## src/rtl/cheshire_fixture_pkg.sv

```systemverilog
// ----------------------------------------------------------------------------
// cheshire_fixture_pkg
//   Shared definitions for the Cheshire SoC simulation fixture:
//   register offsets, strap/mode enums and the dump FSM state encoding.
//   No ports; imported by cheshire_soc_fixture and cheshire_fixture_dump_fsm.
// ----------------------------------------------------------------------------
package cheshire_fixture_pkg;

    // Register map (byte offsets of 32-bit words)
    localparam logic [7:0] ADDR_SCRATCH_FIRST = 8'h00;
    localparam logic [7:0] ADDR_SCRATCH_LAST  = 8'h3C;
    localparam logic [7:0] ADDR_BOOT_MODE     = 8'h40;
    localparam logic [7:0] ADDR_PRELOAD_MODE  = 8'h44;
    localparam logic [7:0] ADDR_HW_CFG        = 8'h48;

    localparam int unsigned NUM_SCRATCH = 16;

    // Scratch word that carries the EOC flag (bit 0) and exit code (bits 31:1)
    localparam int unsigned EOC_SCRATCH_IDX = 2;

    typedef enum logic [1:0] {
        VCD_OFF       = 2'd0,
        VCD_ALWAYS    = 2'd1,
        VCD_TRIGGERED = 2'd2,
        VCD_RESERVED  = 2'd3
    } vcd_mode_e;

    typedef enum logic [2:0] {
        BOOT_IDLE     = 3'd0,
        BOOT_SD       = 3'd1,
        BOOT_AUTO_SPI = 3'd2,
        BOOT_AUTO_I2C = 3'd3,
        BOOT_FORCE    = 3'd4
    } boot_mode_e;

    typedef enum logic [1:0] {
        DUMP_IDLE = 2'd0,
        DUMP_INIT = 2'd1,
        DUMP_WAIT = 2'd2,
        DUMP_OFF  = 2'd3
    } dump_state_e;

    // True for any address inside the scratch window (alignment checked separately)
    function automatic logic is_scratch_addr(input logic [7:0] addr);
        return (addr >= ADDR_SCRATCH_FIRST) && (addr <= ADDR_SCRATCH_LAST);
    endfunction

    // True only for the exact word offsets of the read-only status registers
    function automatic logic is_ro_addr(input logic [7:0] addr);
        return (addr == ADDR_BOOT_MODE) || (addr == ADDR_PRELOAD_MODE) ||
               (addr == ADDR_HW_CFG);
    endfunction

endpackage

```

## src/rtl/cheshire_fixture_dump_fsm.sv

```systemverilog
// ----------------------------------------------------------------------------
// cheshire_fixture_dump_fsm
//   Sequences waveform-dump windows. Opens a window (start pulse) when the
//   dump mode is unconditional, or triggered with the trigger high; closes it
//   (stop pulse) when a triggered window loses its trigger.
// Ports:
//   clk_i, rst_ni   clock, asynchronous active-low reset
//   vcd_mode_i      0 off, 1 unconditional, 2 triggered, 3 off
//   trigger_i       dump trigger (scratch[2] bit 0)
//   dump_start_o    one-cycle pulse while opening a dump file
//   dump_stop_o     one-cycle pulse while closing a dump file
//   dump_seq_o      number of windows opened so far (file index)
// ----------------------------------------------------------------------------
module cheshire_fixture_dump_fsm
    import cheshire_fixture_pkg::*;
(
    input  logic        clk_i,
    input  logic        rst_ni,
    input  logic [1:0]  vcd_mode_i,
    input  logic        trigger_i,
    output logic        dump_start_o,
    output logic        dump_stop_o,
    output logic [31:0] dump_seq_o
);

    dump_state_e state_q;
    vcd_mode_e   mode;

    assign mode = vcd_mode_e'(vcd_mode_i);

    // Pulses are registered alongside the state so that dump_start_o is high
    // exactly while in INIT and dump_stop_o exactly while in OFF. The sequence
    // number advances on leaving INIT, so during the start pulse it still
    // shows the index of the window being opened.
    always_ff @(posedge clk_i or negedge rst_ni) begin
        if (!rst_ni) begin
            state_q      <= DUMP_IDLE;
            dump_start_o <= 1'b0;
            dump_stop_o  <= 1'b0;
            dump_seq_o   <= '0;
        end else begin
            dump_start_o <= 1'b0;
            dump_stop_o  <= 1'b0;
            case (state_q)
                DUMP_IDLE: begin
                    if ((mode == VCD_ALWAYS) || ((mode == VCD_TRIGGERED) && trigger_i)) begin
                        state_q      <= DUMP_INIT;
                        dump_start_o <= 1'b1;
                    end
                end
                DUMP_INIT: begin
                    dump_seq_o <= dump_seq_o + 32'd1;
                    state_q    <= DUMP_WAIT;
                end
                DUMP_WAIT: begin
                    // Leaving via a mode change abandons the window silently
                    if (mode == VCD_TRIGGERED) begin
                        if (!trigger_i) begin
                            state_q     <= DUMP_OFF;
                            dump_stop_o <= 1'b1;
                        end
                    end else if (mode != VCD_ALWAYS) begin
                        state_q <= DUMP_IDLE;
                    end
                end
                DUMP_OFF: begin
                    state_q <= DUMP_IDLE;
                end
                default: begin
                    state_q <= DUMP_IDLE;
                end
            endcase
        end
    end

endmodule

```

## src/rtl/cheshire_soc_fixture.sv

```systemverilog
// ----------------------------------------------------------------------------
// cheshire_soc_fixture
//   Simulation-side control/status block for the Cheshire SoC harness.
//   Scratch register file, read-only strap/build-option registers, sticky
//   end-of-computation detection, exit code, and dump-window sequencing.
// Ports:
//   clk_i, rst_ni            clock, asynchronous active-low reset
//   boot_mode_i              boot strap
//   preload_mode_i           preload strap
//   vcd_mode_i               waveform dump mode
//   req_i, we_i, addr_i,
//   wdata_i, be_i            register bus request (zero latency)
//   rdata_o, err_o           combinational response
//   eoc_o                    sticky end of computation
//   exit_code_o              scratch[2] >> 1
//   vcd_trigger_o            scratch[2] bit 0
//   dump_start_o/stop_o/seq_o dump window control
// ----------------------------------------------------------------------------
module cheshire_soc_fixture
    import cheshire_fixture_pkg::*;
#(
    parameter int unsigned SelectedCfg = 0,
    parameter bit          UseDramSys  = 1'b0,
    parameter bit          UseJtagDPI  = 1'b0
) (
    input  logic        clk_i,
    input  logic        rst_ni,
    input  logic [2:0]  boot_mode_i,
    input  logic [1:0]  preload_mode_i,
    input  logic [1:0]  vcd_mode_i,
    input  logic        req_i,
    input  logic        we_i,
    input  logic [7:0]  addr_i,
    input  logic [31:0] wdata_i,
    input  logic [3:0]  be_i,
    output logic [31:0] rdata_o,
    output logic        err_o,
    output logic        eoc_o,
    output logic [31:0] exit_code_o,
    output logic        vcd_trigger_o,
    output logic        dump_start_o,
    output logic        dump_stop_o,
    output logic [31:0] dump_seq_o
);

    localparam logic [7:0]  SEL_CFG_BYTE = 8'(SelectedCfg);
    localparam logic [31:0] HW_CFG_VAL   = {16'b0, SEL_CFG_BYTE, 6'b0, UseJtagDPI, UseDramSys};

    logic [31:0] scratch_q [NUM_SCRATCH];
    logic        hit_scratch;
    logic        hit_ro;
    logic        do_write;
    logic        do_read;

    // Address decode and error detection. A misaligned address inside the
    // scratch window is still an error; RO registers only match exact words.
    always_comb begin
        hit_scratch = is_scratch_addr(addr_i);
        hit_ro      = is_ro_addr(addr_i);
        err_o       = req_i && ((addr_i[1:0] != 2'b00) ||
                                !(hit_scratch || hit_ro) ||
                                (we_i && hit_ro));
        do_write    = req_i && we_i && !err_o;
        do_read     = req_i && !we_i && !err_o;
    end

    // Read mux: scratch contents are the pre-edge values, so a read always
    // sees the state before any write landing at the coming edge.
    always_comb begin
        rdata_o = '0;
        if (do_read) begin
            if (hit_scratch) begin
                rdata_o = scratch_q[addr_i[5:2]];
            end else begin
                case (addr_i)
                    ADDR_BOOT_MODE:    rdata_o = {29'b0, boot_mode_i};
                    ADDR_PRELOAD_MODE: rdata_o = {30'b0, preload_mode_i};
                    ADDR_HW_CFG:       rdata_o = HW_CFG_VAL;
                    default:           rdata_o = '0;
                endcase
            end
        end
    end

    // Scratch register file with per-byte write enables
    always_ff @(posedge clk_i or negedge rst_ni) begin
        if (!rst_ni) begin
            for (int i = 0; i < NUM_SCRATCH; i++) begin
                scratch_q[i] <= '0;
            end
        end else if (do_write) begin
            for (int b = 0; b < 4; b++) begin
                if (be_i[b]) begin
                    scratch_q[addr_i[5:2]][8*b +: 8] <= wdata_i[8*b +: 8];
                end
            end
        end
    end

    // EOC latches the registered flag one edge after it appears and holds
    // until reset, so software clearing bit 0 cannot retract completion.
    always_ff @(posedge clk_i or negedge rst_ni) begin
        if (!rst_ni) begin
            eoc_o <= 1'b0;
        end else if (scratch_q[EOC_SCRATCH_IDX][0]) begin
            eoc_o <= 1'b1;
        end
    end

    assign exit_code_o   = {1'b0, scratch_q[EOC_SCRATCH_IDX][31:1]};
    assign vcd_trigger_o = scratch_q[EOC_SCRATCH_IDX][0];

    cheshire_fixture_dump_fsm u_dump_fsm (
        .clk_i        (clk_i),
        .rst_ni       (rst_ni),
        .vcd_mode_i   (vcd_mode_i),
        .trigger_i    (vcd_trigger_o),
        .dump_start_o (dump_start_o),
        .dump_stop_o  (dump_stop_o),
        .dump_seq_o   (dump_seq_o)
    );

endmodule

```

## config.mk

```make
export PLATFORM = sky130hd
export DESIGN_NAME = cheshire_soc_fixture
export DESIGN_NICKNAME = d
export VERILOG_FILES = /design/src/rtl/cheshire_fixture_pkg.sv /design/src/rtl/cheshire_fixture_dump_fsm.sv /design/src/rtl/cheshire_soc_fixture.sv
export SDC_FILE = /design/constraint.sdc
export NUM_CORES = 1
export LEC_CHECK = 0
export ABC_AREA = 1
export CAP_MARGIN = 30
export CORE_MARGIN = 4
export CORE_UTILIZATION = 45
export CTS_CLUSTER_DIAMETER = 40
export DETAILED_ROUTE_END_ITERATION = 10
export HOLD_SLACK_MARGIN = 0.08
export PLACE_DENSITY = 0.66
export SETUP_SLACK_MARGIN = 0.02
export SLEW_MARGIN = 15
export SYNTH_ARGS = -nofsm -noshare
export SYNTH_HDL_FRONTEND = slang
export SYNTH_SLANG_ARGS = --single-unit
```

## constraint.sdc

```tcl
create_clock -name clk_i -period 2.3 [get_ports clk_i]
set_input_delay 0.23 -clock clk_i [delete_from_list [all_inputs] [get_ports clk_i]]
set_output_delay 0.23 -clock clk_i [all_outputs]
set_load 0.03 [all_outputs]
```

==> metrics.csv, run 1 <==
metric,value,unit
status,finished clean,
ir_drop,0.469,mV
detail_route.iter0.violations,3362,
pre_cts_slack,-0.528,ns
viasPerCell,5.57,
core,60400,um^2
wl_met2,41.0,mm
cts.sinks,549,
ys_seq_area_share,50.1,%
path_buf_inv,9,
die_w,255,um
stdcell_area,36300,um^2
endpoint_kind,output pin,
rsz0062_at_grt,true,
multi_input_area,12500,um^2
cts_tree,done,
final.period_utilization,97.7,%
postSynthCellCount,3557,
routed.top_layer,met4,
cellLeakagePower,18.2,nW
setup_viol,0,
ys_ff_latch,549,
hold_viol_final,0,
cp_common_cell,buf_6,
ys_warn_count,0,
areaGrowthSynthToFinish,32.5,%
ys.flop_type,dfrtp_1,
drive_gt1_share,18.7,%
port_buffers,154,
die_y,255,um
required,2.07,ns
yosysUniqueCellTypes,33,
worstSetupPathType,input pin to output pin,
numCtsBuffers,82,
grt_max_degree,129,
fmax,445,MHz
nFillCells,5166,
clk_pin_slew,0.05,ns
post_drt_wl_per_cell,19.5,um
maxCapViolCount,0,
grt_antenna_before_repair,1,
clkPwrFrac,51.1,%
yosysTopAreaCellShare,50.1,%
switchingPower,6.72,mW
crit_path_top_delay_cell,nor3_4,
tightestPinTransition,0.847,ns
grt_usage,27.5,%
drt-total-wl,92.5,mm
sw_frac_of_total,25.9,%
place.gp.congestion,0.920,
clock_latency,0.62,ns
nets,3943,
grt_pass1_vias,24880,
period_needed,2.25,ns
synth.largest_area_cell,dfrtp_1,
drtAntennaViolNets,0,
io_pins,156,
fin_ws,0.0540,ns
grt_pass1_wl,142,mm
p_int,19.2,mW
postSynthAreaPerCell,7.71,um^2
placed_area,32300,um^2
met3_wirelength,8.47,mm
ff_latch_area,13700,um^2
slew_headroom,43.4,%
row_count,90,
cp.arrival,2.02,ns
synth_nets,3613,
gr-total-overflow,0,
max_stage_delay,0.21,ns
fin_skew,0.0200,ns
async_flop_share,100,%
final.setup.tns,0,ns
power_frac_seq,38.5,%
synth_area,27400,um^2
critPathMaxFanout,10,
drt-met1-wl,40.2,mm
total_power,25.9,mW
drc,0,
finalNonFillerCells,4734,
ys_top_cells_by_area,"dfrtp_1, nand2_1, nand3_1",
cp_top_family,buffers and inverters,
root_buffer,clkbuf_16,
power_frac_comb,10.4,%
cp-start-kind,input pin,
dieArea,65000,um^2
clockBufferDepth,3,
vias,26384,
hold_path_class,input pin to asynchronous set/reset pin,
powerDensity,714,nW/um^2
hpwl,61.6,mm
synth_enable_flop_cells,0,
crit_chain,"buf_2, buf_12, inv_8, nor2_4, buf_6, clkinv_8, clkbuf_16, clkbuf_16, nor2_1, nor2_1, nand2_1, nand2_1, nand3_2, nor3_4, buf_6, buf_6",
placed_cells,4550,
finalMaxSlewViolations,0,
start_util,45.5,%
htreeDepth,3,
drt_first_pass_iters,8,
Yosys cell counts, types with 11 or more instances:
master    instances
nand2_1        1164
nand3_1         555
dfrtp_1         549
nor2_1          344
o21ai_0         243
clkbuf_1        185
o22ai_1         133
inv_1            73
buf_1            56
nand4_2          46
buf_4            37
nor3_1           32
buf_2            29
xor2_1           17
clkinv_1         16
a21oi_1          11
cells by family after synthesis:
kind of cell             Yosys count  share of synthesized area, %
XOR/XNOR                          25                         0.798
flip-flops                       549                          50.1
AND/OR/NAND/NOR                 2183                          35.0
AO/OA/AOI/OAI                    396                          7.84
other                              1                        0.0137
adder cells (fa/ha/maj)            1                        0.0456
buffers and inverters            402                          6.22
routing by layer:
layer / up-vias / GRT usage [%]
li1: 12371 / -
met1: 12583 / 40.6
met2: 1261 / 41.3
met3: 169 / 4.77
met4: 0 / 9.66
met5: - / 0
per-stage QoR:
stage               hold WS, ns  util [%]
floorplan               -0.0656         -
global placement          0.203      53.6
detailed placement        0.214      53.6
CTS                       0.181      59.3
global route              0.203      60.2
finish                    0.176      60.2
layout make-up:
| type | instances | area share [%] |
|---|---|---|
| clock inverters | 49 | 1.84 |
| repair inverters | 1 | 0.0447 |
| well taps | 782 | 2.69 |
| clock buffers | 97 | 6.11 |
| inverters | 92 | 1.06 |
| repair buffers | 555 | 16.2 |
| flip-flops and latches | 549 | 37.8 |
| multi-input cells | 2606 | 34.3 |
| diodes | 3 | 0.0207 |
what timing repair did:
action,in CTS,in global routing
pin swaps,28,41
hold endpoints to repair,475,0
hold buffers,1,0
cloned,6,6
gates resized for setup,129,93
setup buffers,10,15
setup endpoints to repair,32,32
registers in the layout, indices dropped and copies added, names as in the netlist:
name and cells:
scratch_q 480, u_dump_fsm.dump_seq_o 32, exit_code_o 31, u_dump_fsm.state_q 2
eoc_o 1, u_dump_fsm.dump_start_o 1, u_dump_fsm.dump_stop_o 1, vcd_trigger_o 1
cell usage in the layout, fill, tap and decap left out, drive strengths merged, types with 54 or more instances in the layout:
cell type,Yosys,layout
clkdlybuf4s50,0,111
o22ai,133,133
nand4,54,54
dfrtp,549,549
nand2,1167,1167
inv,76,88
nor2,348,348
buf,125,431
clkbuf,185,103
o21ai,251,251
nand3,567,567
worst paths after layout:
path                       slack (ns)                               endpoint                                  from  depth (start not counted)
setup reg to reg                 0.32  u_dump_fsm.dump_seq_o[26]$_DFFE_PN0N_  u_dump_fsm.dump_seq_o[0]$_DFFE_PN0N_                          9
max in group asynchronous        1.28             scratch_q[347]$_DFFE_PN0P_                                rst_ni                          3
hold / removal                   0.18                      eoc_o$_DFFE_PN0P_                                rst_ni                          2
min in group clk_i               0.29             scratch_q[154]$_DFFE_PN0P_                               be_i[3]                          4
setup / recovery                 0.05                             rdata_o[8]                             addr_i[3]                         16
hold reg to reg                  0.48              scratch_q[69]$_DFFE_PN0P_             scratch_q[69]$_DFFE_PN0P_                          2
power groups by stage:
stage | Sequential (mW) | Combinational (mW) | Clock, mW
floorplan | 10.2 | 1.09 | 0
global placement | 10.1 | 2.43 | 0
detailed placement | 10.1 | 2.44 | 0
CTS | 9.98 | 2.55 | 13.4
global route | 10.0 | 2.91 | 13.8
finish | 9.99 | 2.70 | 13.2
(Power assumes the default switching activity.)
==> run 2: changes to the inputs <==
CTS_CLUSTER_SIZE = 14   (was unset)
MAX_ROUTING_LAYER = met4   (was unset)
RECOVER_POWER = 100   (was unset)
==> run 2 against run 1 <==
  * Largest power group unchanged
  * Via count down 0.36%
  * Power down 0.71%
  * The run now ends with capacitance limit, slew limit left
  * Design area down 1.9%
  * Routed wire length down 1.2%
  * Critical endpoint is now rdata_o[0]
==> metrics.csv, run 2 (synthesized netlist as in run 1, its figures left out) <==
metric,value,unit
status,finished with violations,
violations,"capacitance limit, slew limit",
powerDensity,722,nW/um^2
drt-total-wl,91.4,mm
holdWs,0.274,ns
cts_tree,done,
grt_usage,28.4,%
placed_area,32300,um^2
cts.sinks,549,
crit_path_top_delay_cell,dfrtp_1,
worstSetupPathType,register to output pin,
final_common_cell,nand2_1,
grt_pass1_wl,142,mm
grt_max_degree,129,
tightestPinTransition,1.72,ns
nets,3939,
clockBufferDepth,3,
period_needed,2.25,ns
clk_pin_slew,0.05,ns
drtAntennaViolNets,0,
fin_skew,0.0172,ns
maxCapViolCount,1,
grt_antenna_before_repair,1,
hpwl,61.6,mm
cp.arrival,2.02,ns
setup_viol,0,
drive_gt1_share,17.1,%
hold_path_class,input pin to register,
cp_common_cell,nand2_1,
port_buffers,154,
cellLeakagePower,18.0,nW
largest_reg_flops,480,
nFillCells,5318,
place.gp.congestion,0.937,
hold_viol_final,0,
required,2.07,ns
detail_route.iter0.violations,3178,
max_stage_delay,0.34,ns
cp-start-kind,register,
ir_drop,0.474,mV
gr-total-overflow,0,
fmax,443,MHz
power_frac_seq,38.8,%
dieArea,65000,um^2
pre_cts_slack,-0.528,ns
p_int,19.0,mW
vias,26289,
die_y,255,um
final_cell_mix,"nand2_1, nand3_1, dfrtp_1",
die_w,255,um
rsz0062_at_grt,true,
core,60400,um^2
clkPwrFrac,51.1,%
placed_cells,4550,
drc,0,
grt_pass1_vias,24813,
finalMaxSlewViolations,46,
root_buffer,clkbuf_16,
switchingPower,6.72,mW
endpoint_kind,output pin,
critPathMaxFanout,2,
power_frac_comb,10.1,%
sw_frac_of_total,26.1,%
row_count,90,
numCtsBuffers,82,
final.period_utilization,98.0,%
clock_latency,0.62,ns
post_drt_wl_per_cell,19.3,um
htreeDepth,3,
viasPerCell,5.55,
io_pins,156,
slew_headroom,-14.6,%
largest_register,scratch_q,
stdcell_area,35700,um^2
crit_chain,"inv_1, a21oi_1, nand2_1, nand2_1, nand2_1, nor2_2, nor2_1, nor2_2, buf_12",
start_util,45.5,%
fin_ws,0.0451,ns
finalNonFillerCells,4733,
drt_first_pass_iters,6,
areaGrowthSynthToFinish,30.0,%
[run 2: cell count changes in the layout (fill, tap and decap cells not counted), sizes merged]
cell	previous run	this run
dlygate4sd2	5	6
clkbuf	103	166
dlygate4sd3	1	68
clkinv	30	33
clkinvlp	10	9
inv	88	91
buf	431	363
clkdlybuf4s50	111	44
bufinv	14	12
clkdlybuf4s15	1	0
diode	3	4
[run 2: worst paths after layout]
kind / from / to / slack, ns / cells past startpoint
max in group asynchronous: rst_ni / scratch_q[183]$_DFFE_PN0P_ / 0.25 / 3
setup reg to reg: u_dump_fsm.dump_seq_o[1]$_DFFE_PN0N_ / u_dump_fsm.dump_seq_o[23]$_DFFE_PN0N_ / 0.32 / 9
setup / recovery: vcd_trigger_o$_DFFE_PN0P_ / rdata_o[0] / 0.05 / 9
hold / removal: be_i[3] / scratch_q[154]$_DFFE_PN0P_ / 0.27 / 4
hold reg to reg: scratch_q[69]$_DFFE_PN0P_ / scratch_q[69]$_DFFE_PN0P_ / 0.47 / 2
min in group asynchronous: rst_ni / eoc_o$_DFFE_PN0P_ / 0.61 / 2
[run 2: final cells by class]
| type | instances | area [um^2] | area share [%] |
|---|---|---|---|
| diodes | 4 | 10.0 | 0.0281 |
| clock buffers | 95 | 2190 | 6.15 |
| clock inverters | 53 | 692 | 1.94 |
| inverters | 92 | 367 | 1.03 |
| multi-input cells | 2606 | 12200 | 34.1 |
| flip-flops and latches | 549 | 13700 | 38.5 |
| well taps | 782 | 978 | 2.74 |
| repair buffers | 552 | 5530 | 15.5 |
[run 2: per-stage QoR]
step                TNS [ns]  util, %  total power, mW
floorplan                  0        -             11.3
global placement      -39.67     53.6             12.6
detailed placement    -48.66     53.6             12.6
CTS                        0     59.3             25.9
global route         -0.0586     59.1             26.5
finish                     0     59.1             25.8
[run 2: repair_timing]
item	in CTS	in global routing
endpoints found under the setup margin	32	32
gates cloned	6	2
pin swaps	22	33
hold buffers	1	0
resized for setup	124	86
buffers inserted	10	14
hold endpoints to repair	465	0
[run 2: metal layers]
layer	vias to the layer above	wire [um]	global-route usage, %
li1	12363	-	-
met1	12580	40300	40.5
met2	1186	40600	41.6
met3	160	8010	4.84
met4	0	2490	9.37
met5	-	0	-
[run 2: worst max-delay path: cells and delay by family, from the launching register on]
kind | cells | cell delay (ns)
and+or+nand+nor | 6 | 0.65
AOI/OAI and AO/OA | 1 | 0.20
buffers and inverters | 2 | 0.21
DFF | 1 | 0.34
[run 2: power by group through the flow]
stage          clock network [mW]  registers [mW]  logic, mW
2_1_floorplan                   0            10.2       1.09
3_3_place_gp                    0            10.1       2.43
3_5_place_dp                    0            10.1       2.44
4_1_cts                      13.3            9.98       2.56
5_1_grt                      13.7            10.0       2.82
6_report                     13.2            9.98       2.60
